==> src/rtl/sp_ram_fifo_ctrl.sv <==
// sp_ram_fifo_ctrl
//
// Circular-buffer FIFO controller placed directly upstream of the single-port RAM.
// The one RAM port is time-shared: each cycle carries either a read or a write.
// Reads take priority over writes.
//
// The RAM returns read data one cycle after the read address. That word is captured
// into a registered output stage. Total capacity is DEPTH + 1 words: DEPTH in the RAM
// plus one in the output register.
//
// Optional feature: define SP_FIFO_LEVEL_EN to add the level and almost_full ports.
//
// Ports:
//   clk, rst               rising-edge clock; synchronous active-high reset
//   in_valid/in_data       upstream word, accepted when in_ready is high
//   in_ready               upstream handshake; depends combinationally on out_ready
//   out_valid/out_data     registered head-of-FIFO word
//   out_ready              downstream consumes out_data this cycle
//   ram_addr/ram_data_in   RAM address and write data (ram_data_in equals in_data)
//   ram_we                 RAM write enable
//   ram_data_out           RAM read data, valid the cycle after a read address
//   level                  (SP_FIFO_LEVEL_EN) total words held
//   almost_full            (SP_FIFO_LEVEL_EN) level >= AFULL_LVL
module sp_ram_fifo_ctrl #(
    parameter int unsigned DATA_W    = 8,
    parameter int unsigned ADDR_W    = 8,
    parameter int unsigned AFULL_LVL = 2**ADDR_W - 2
) (
    input  logic              clk,
    input  logic              rst,
    input  logic              in_valid,
    input  logic [DATA_W-1:0] in_data,
    output logic              in_ready,
    output logic              out_valid,
    output logic [DATA_W-1:0] out_data,
    input  logic              out_ready,
    output logic [ADDR_W-1:0] ram_addr,
    output logic [DATA_W-1:0] ram_data_in,
    output logic              ram_we,
    input  logic [DATA_W-1:0] ram_data_out
`ifdef SP_FIFO_LEVEL_EN
    ,
    output logic [ADDR_W:0]   level,
    output logic              almost_full
`endif
);

    localparam logic [ADDR_W:0] Depth = {1'b1, {ADDR_W{1'b0}}};

    // Read-pending state: StPend marks the cycle in which RAM data is in flight.
    localparam logic [0:0] StIdle = 1'b0;
    localparam logic [0:0] StPend = 1'b1;

    logic [ADDR_W-1:0] wr_ptr_q, wr_ptr_d;
    logic [ADDR_W-1:0] rd_ptr_q, rd_ptr_d;
    logic [ADDR_W:0]   ram_cnt_q, ram_cnt_d;
    logic [0:0]        rd_pend_q, rd_pend_d;
    logic              out_valid_q, out_valid_d;
    logic [DATA_W-1:0] out_data_q, out_data_d;

    logic full;
    logic rd_go;
    logic wr_go;

    always_comb begin
        full = (ram_cnt_q == Depth);
        // Issue a read only when the output register will be free by capture time.
        rd_go = !rst && (rd_pend_q == StIdle) && (ram_cnt_q != '0) &&
                (!out_valid_q || out_ready);
        in_ready    = !rst && !full && !rd_go;
        wr_go       = in_valid && in_ready;
        ram_addr    = rd_go ? rd_ptr_q : wr_ptr_q;
        ram_we      = wr_go;
        ram_data_in = in_data;
    end

    always_comb begin
        wr_ptr_d    = wr_ptr_q;
        rd_ptr_d    = rd_ptr_q;
        ram_cnt_d   = ram_cnt_q;
        out_valid_d = out_valid_q;
        out_data_d  = out_data_q;
        rd_pend_d   = rd_go ? StPend : StIdle;

        // rd_go and wr_go are mutually exclusive, so ram_cnt never sees both updates.
        if (wr_go) begin
            wr_ptr_d  = wr_ptr_q + ADDR_W'(1);
            ram_cnt_d = ram_cnt_q + (ADDR_W+1)'(1);
        end else if (rd_go) begin
            rd_ptr_d  = rd_ptr_q + ADDR_W'(1);
            ram_cnt_d = ram_cnt_q - (ADDR_W+1)'(1);
        end

        // The capture wins over a same-cycle drain: the old word leaves as the new one lands.
        if (rd_pend_q == StPend) begin
            out_valid_d = 1'b1;
            out_data_d  = ram_data_out;
        end else if (out_valid_q && out_ready) begin
            out_valid_d = 1'b0;
        end
    end

    always_ff @(posedge clk) begin
        if (rst) begin
            wr_ptr_q    <= '0;
            rd_ptr_q    <= '0;
            ram_cnt_q   <= '0;
            rd_pend_q   <= StIdle;
            out_valid_q <= 1'b0;
            out_data_q  <= '0;
        end else begin
            wr_ptr_q    <= wr_ptr_d;
            rd_ptr_q    <= rd_ptr_d;
            ram_cnt_q   <= ram_cnt_d;
            rd_pend_q   <= rd_pend_d;
            out_valid_q <= out_valid_d;
            out_data_q  <= out_data_d;
        end
    end

    assign out_valid = out_valid_q;
    assign out_data  = out_data_q;

`ifdef SP_FIFO_LEVEL_EN
    localparam logic [ADDR_W:0] AfullLvl = (ADDR_W+1)'(AFULL_LVL);

    always_comb begin
        level       = ram_cnt_q + (ADDR_W+1)'(rd_pend_q) + (ADDR_W+1)'(out_valid_q);
        almost_full = (level >= AfullLvl);
    end
`endif

endmodule

==> config.mk <==
export PLATFORM = sky130hd
export DESIGN_NAME = sp_ram_fifo_ctrl
export DESIGN_NICKNAME = d
export VERILOG_FILES = /design/src/rtl/sp_ram_fifo_ctrl.sv
export SDC_FILE = /design/constraint.sdc
export NUM_CORES = 1
export LEC_CHECK = 0
export CELL_PAD_IN_SITES_DETAIL_PLACEMENT = 0
export CELL_PAD_IN_SITES_GLOBAL_PLACEMENT = 1
export CORE_UTILIZATION = 30
export DETAILED_ROUTE_END_ITERATION = 10
export GPL_TIMING_DRIVEN = 1
export PLACE_DENSITY_LB_ADDON = 0.1
export REMOVE_ABC_BUFFERS = 1
export SETUP_SLACK_MARGIN = 0.2
export SYNTH_ARGS = -nofsm -noshare
export SYNTH_HDL_FRONTEND = slang
export SYNTH_SLANG_ARGS = --single-unit
==> constraint.sdc <==
create_clock -name clk -period 4.07 [get_ports clk]
set_input_delay 0.814 -clock clk [delete_from_list [all_inputs] [get_ports clk]]
set_output_delay 0.814 -clock clk [all_outputs]
set_load 0.02 [all_outputs]
# Word-level counts from Yosys, hierarchy flattened

Index checks and enable logic that the tools add are counted.

Register bits after elaboration: 35
Output and inout bits: 27
Word-level logic and storage cells: 35

$add $sub $neg: 4
Eq/ne operators: 1
Multiplexer cells: 6
Bitwise gates (word level): 2
Reductions and logical operators: 16

Operators with widths:

| kind                                                               | count |
|---|---|
| 9-bit two-way mux                                                  | 2 |
| 8-bit by 1-bit adder with 8-bit output, second input constant      | 2 |
| 9-bit by 1-bit adder with 9-bit output, second input constant      | 1 |
| 9-bit equality test, second input constant                         | 1 |
| 9-bit nonzero test                                                 | 1 |
| 9-bit by 1-bit subtractor with 9-bit output, second input constant | 1 |
| 8-bit two-way mux                                                  | 1 |
| 1-bit logical AND                                                  | 7 |
| 1-bit logical NOT                                                  | 4 |
| 2-bit nonzero test                                                 | 2 |
| 1-bit two-way mux                                                  | 3 |
| 1-bit NOT                                                          | 2 |
| 2-bit AND reduction                                                | 1 |
| 1-bit logical OR                                                   | 1 |

# Longest topological paths before layout

Word-level depth: 9
Gate-level depth with buffers: 11
Mapped depth without buffers: 10

# Worst setup path after synthesis

OpenSTA, ideal clock, no wires.

Kind: input to register
Start point: input port out_ready
End point: register ram_cnt_q[6]
Setup time: 0.070 ns
Data arrival time: 3.235 ns
Path slack: 0.765 ns
Stages: 11
Path buffers: 1
Cell sequence: nor2b_1 > o2bb2ai_4 > a211oi_2 > buf_6 > inv_1 > ha_1 > a211oi_1 > a21oi_1 > o21ai_0 > or3b_2 > a21oi_1

Cells in the longest elaborated chain, start to end: 6

RTL lines:

| element                                                        | RTL line | RTL |
|---|---|---|
| from (decl)                                                    | 36       | `input logic out_ready,` |
| 1-bit logical OR (*)                                           | 69       | `(!out_valid_q \|\| out_ready);` |
| 1-bit logical AND (*)                                          | 68       | `rd_go = !rst && (rd_pend_q == StIdle) && (ram_cnt_q != '0) &&` |
| 1-bit logical NOT (*)                                          | 70       | `in_ready = !rst && !full && !rd_go;` |
| 1-bit logical AND (*)                                          | 70       |  |
| 1-bit logical AND (*)                                          | 71       | `wr_go = in_valid && in_ready;` |
| net ram_we                                                     | 39       | `output logic ram_we,` |
| 9-bit two-way mux / 2-bit nonzero test (equally long branches) | --       |  |
| to (signal assigned)                                           | 114      | `ram_cnt_q <= ram_cnt_d;` |
| to (decl)                                                      | 56       | `logic [ADDR_W:0] ram_cnt_q, ram_cnt_d;` |

Mark *: on every way through the listed nets, which the timed path passes. The rest lies on a longest branch.
A chain may end at the register's enable or synchronous reset.

# Final worst setup path

Start point: input port out_ready
End point: output port ram_we

Cells in the longest elaborated chain, start to end: 5

RTL lines:

| element           | RTL line |
|---|---|
| 1-bit logical OR  | 69 |
| 1-bit logical AND | 68 |
| 1-bit logical NOT | 70 |
| 1-bit logical AND | 70 |
| 1-bit logical AND | 71 |
| to (decl)         | 39 |

No other way between the ends.

==> metrics.txt <==
total gr overflow 0; Tmin final 3.79 ns; H-tree levels 2; Buffers on Ports 30; Worst Setup End Kind primary output; CP most frequent cell clkdlybuf4s50_1; Finished Core Util 0.387; fillers 677; TritonRoute pass-1 iters 7; row count 29; Ports 47; worst vdd ir 281 µV; fin area 2500 µm²; initial core utilization 0.317; Power Total 1.69 mW; Root Buffer clkbuf_8; clk_skew 0.00698 ns; Core Area 6460 µm²; DP Wirelength 3300 µm; CP required 3.26 ns; Slew Limit Fails 0; Die H 84.6 µm; main area contributors after synthesis dfxtp_1, mux2i_1, ha_1; TritonCTS sink count 35; DR vias/cell 4.87; number of enable flip-flop cells after synthesis 0; fin crit share 0.931; Routed WL 4560 µm; delay-heaviest family, CP buffers and inverters; CTS tree yes; CP Launch Type primary input; crit path max fanout 11; hold buffer count at cts 0; Post-Syn Instances 221; total number of vias 1568; GRT Overall Usage 0.141; first-pass GRT wire length 7950 µm; slowest cell on the critical path clkdlybuf4s50_1; CTS clk-pin slew, worst paths 0.07 ns; cells along the critical path clkdlybuf4s50_1 -> nor2b_1 -> o2bb2ai_4 -> a211oi_2 -> buf_4 -> clkdlybuf4s50_1; Critical Path Max Stage Delay 0.62 ns; Distinct cells, synth 49; top cells by count, synth dfxtp_1, nor2_1, nand2_1, mux2i_1, ha_1; #FFs+latches synth 35; area leader, netlist dfxtp_1; Seq/Total Area, Yosys 0.342; YS warnings 0; Least-Margin Pin Slew 0.717 ns; CTS buffer count 5; PwrDens 676 nW/µm²; area of the die 7160 µm²; share of cells above drive strength 1 0.135; Antenna diodes 0; largest net degree at the start of global routing 38; Avg Inst Size Synth 9.26 µm²; Main synth FF type dfxtp_1; later-pin clock latency in the skew report 0.29 ns; fin nets 275; post-route ant nets 0; hold_ws 0.498 ns; setup_tns 0 ns; status complete, but fails checks; DIE WIDTH 84.6 µm; f_max 264 MHz; WL/cell 14.1 µm; most frequent cell after synthesis dfxtp_1; cell area after placement 2360 µm²; min-delay worst type flip-flop to flip-flop; WP data arrival 2.98 ns; initial antenna violation count 0; Max Root-Sink Buffers 2; Starting DRT DRC Count 53; relative slew slack 0.521; failing checks DRC; final hold vios 0; RSZ-0062 raised after global routing true; max_cap viols 0; vias in the first global route 1562; post-synthesis cell area 2050 µm²; static leakage 0.946 nW; area share of the largest cell type after synthesis 0.342; DRC viols 2; CP bufs+invs 3; Final setup viols 0; ys async rst share 0; Area Overhead vs Synth 22.2%; Worst Path Class, Setup primary input to primary output; RD Place Congestion 0.706
==> per-layer routing <==
metal	share of wire	vias up	track usage
li1	-	816	-
met1	0.49	717	0.177
met2	0.46	30	0.223
met3	0.043	5	0.0531
met4	0.011	0	0.0416
met5	0	-	0
==> cells by family after synthesis <==
| group | synth area share |
|---|---|
| compound gates | 0.130 |
| xor+xnor | 0.0685 |
| fa+ha+maj | 0.0709 |
| buf+inv | 0.0709 |
| flops | 0.342 |
| mux | 0.101 |
| simple gates | 0.216 |
==> state kept, by name, summed over array words and instances, names as in the netlist <==
| register | count |
|---|---|
| rd_ptr_q | 8 |
| rd_pend_q | 1 |
| wr_ptr_q | 8 |
| ram_cnt_q | 9 |
| out_valid | 1 |
| out_data | 8 |
==> per-stage QoR <==
| stage | cells | setup slack (ns) |
|---|---|---|
| 5_1_grt | 322 | 0.130 |
| 3_5_place_dp | 314 | 0.227 |
| 2_1_floorplan | 204 | 0.195 |
| 3_3_place_gp | 314 | 0.259 |
| 4_1_cts | 322 | 0.227 |
| 6_report | 322 | 0.280 |
==> layout by cell type (no fill, tap or decap), types with 2 or more instances in the layout <==
master           instances
xnor2_1                  8
nand4_1                  9
nand3_1                  7
and4_1                   2
nor2_1                  27
o21ai_0                  6
a2111oi_2                4
dfxtp_1                 35
inv_1                    9
ha_1                    10
mux2_2                   5
clkdlybuf4s50_1         30
bufinv_16                2
a21bo_2                  2
nor4_4                   2
clkbuf_8                 5
mux2i_1                 14
buf_4                    3
nand2_1                 18
nand3b_1                 3
a21oi_1                  8
o2111ai_1                2
xor2_1                   8
==> path summary, 6_finish.rpt <==
kind,slack [ns],cells past startpoint,start,to
worst min register to register,0.50,2,out_data[4],out_data[4]
worst min-delay path,0.50,2,out_data[4],out_data[4]
worst max-delay path,0.28,6,out_ready,ram_we
worst max register to register,1.03,9,rd_pend_q,ram_cnt_q[6]
==> report_power, final <==
group          switching [mW]  internal, mW  total [mW]
Sequential              0.103         0.414       0.517
Clock                   0.134         0.244       0.378
Combinational           0.428         0.368       0.796
==> worst register-to-register path: stages, from the launching register on <==
cell and delay (ns):
dfxtp_1 0.79, o2bb2ai_4 0.20, a211oi_2 0.29, inv_1 0.19, ha_1 0.40, a211oi_1 0.26
a21oi_1 0.13, o21ai_0 0.14, or3b_2 0.45, a21oi_1 0.13
==> area by class of cell <==
class	instances	area, µm²	area share
Multi-Input combinational cell	159	1210	0.483
Clock inverter	3	67.6	0.0270
Timing Repair Buffer	33	323	0.129
Clock buffer	5	68.8	0.0275
Sequential cell	35	701	0.280
Inverter	10	37.5	0.0150
Tap cell	77	96.3	0.0385
==> what timing repair did <==
action	4_1_cts	5_1_grt
gates resized for setup	0	1
buffers inserted	0	0
setup endpoints to repair	0	2
(Power assumes the default switching activity.)
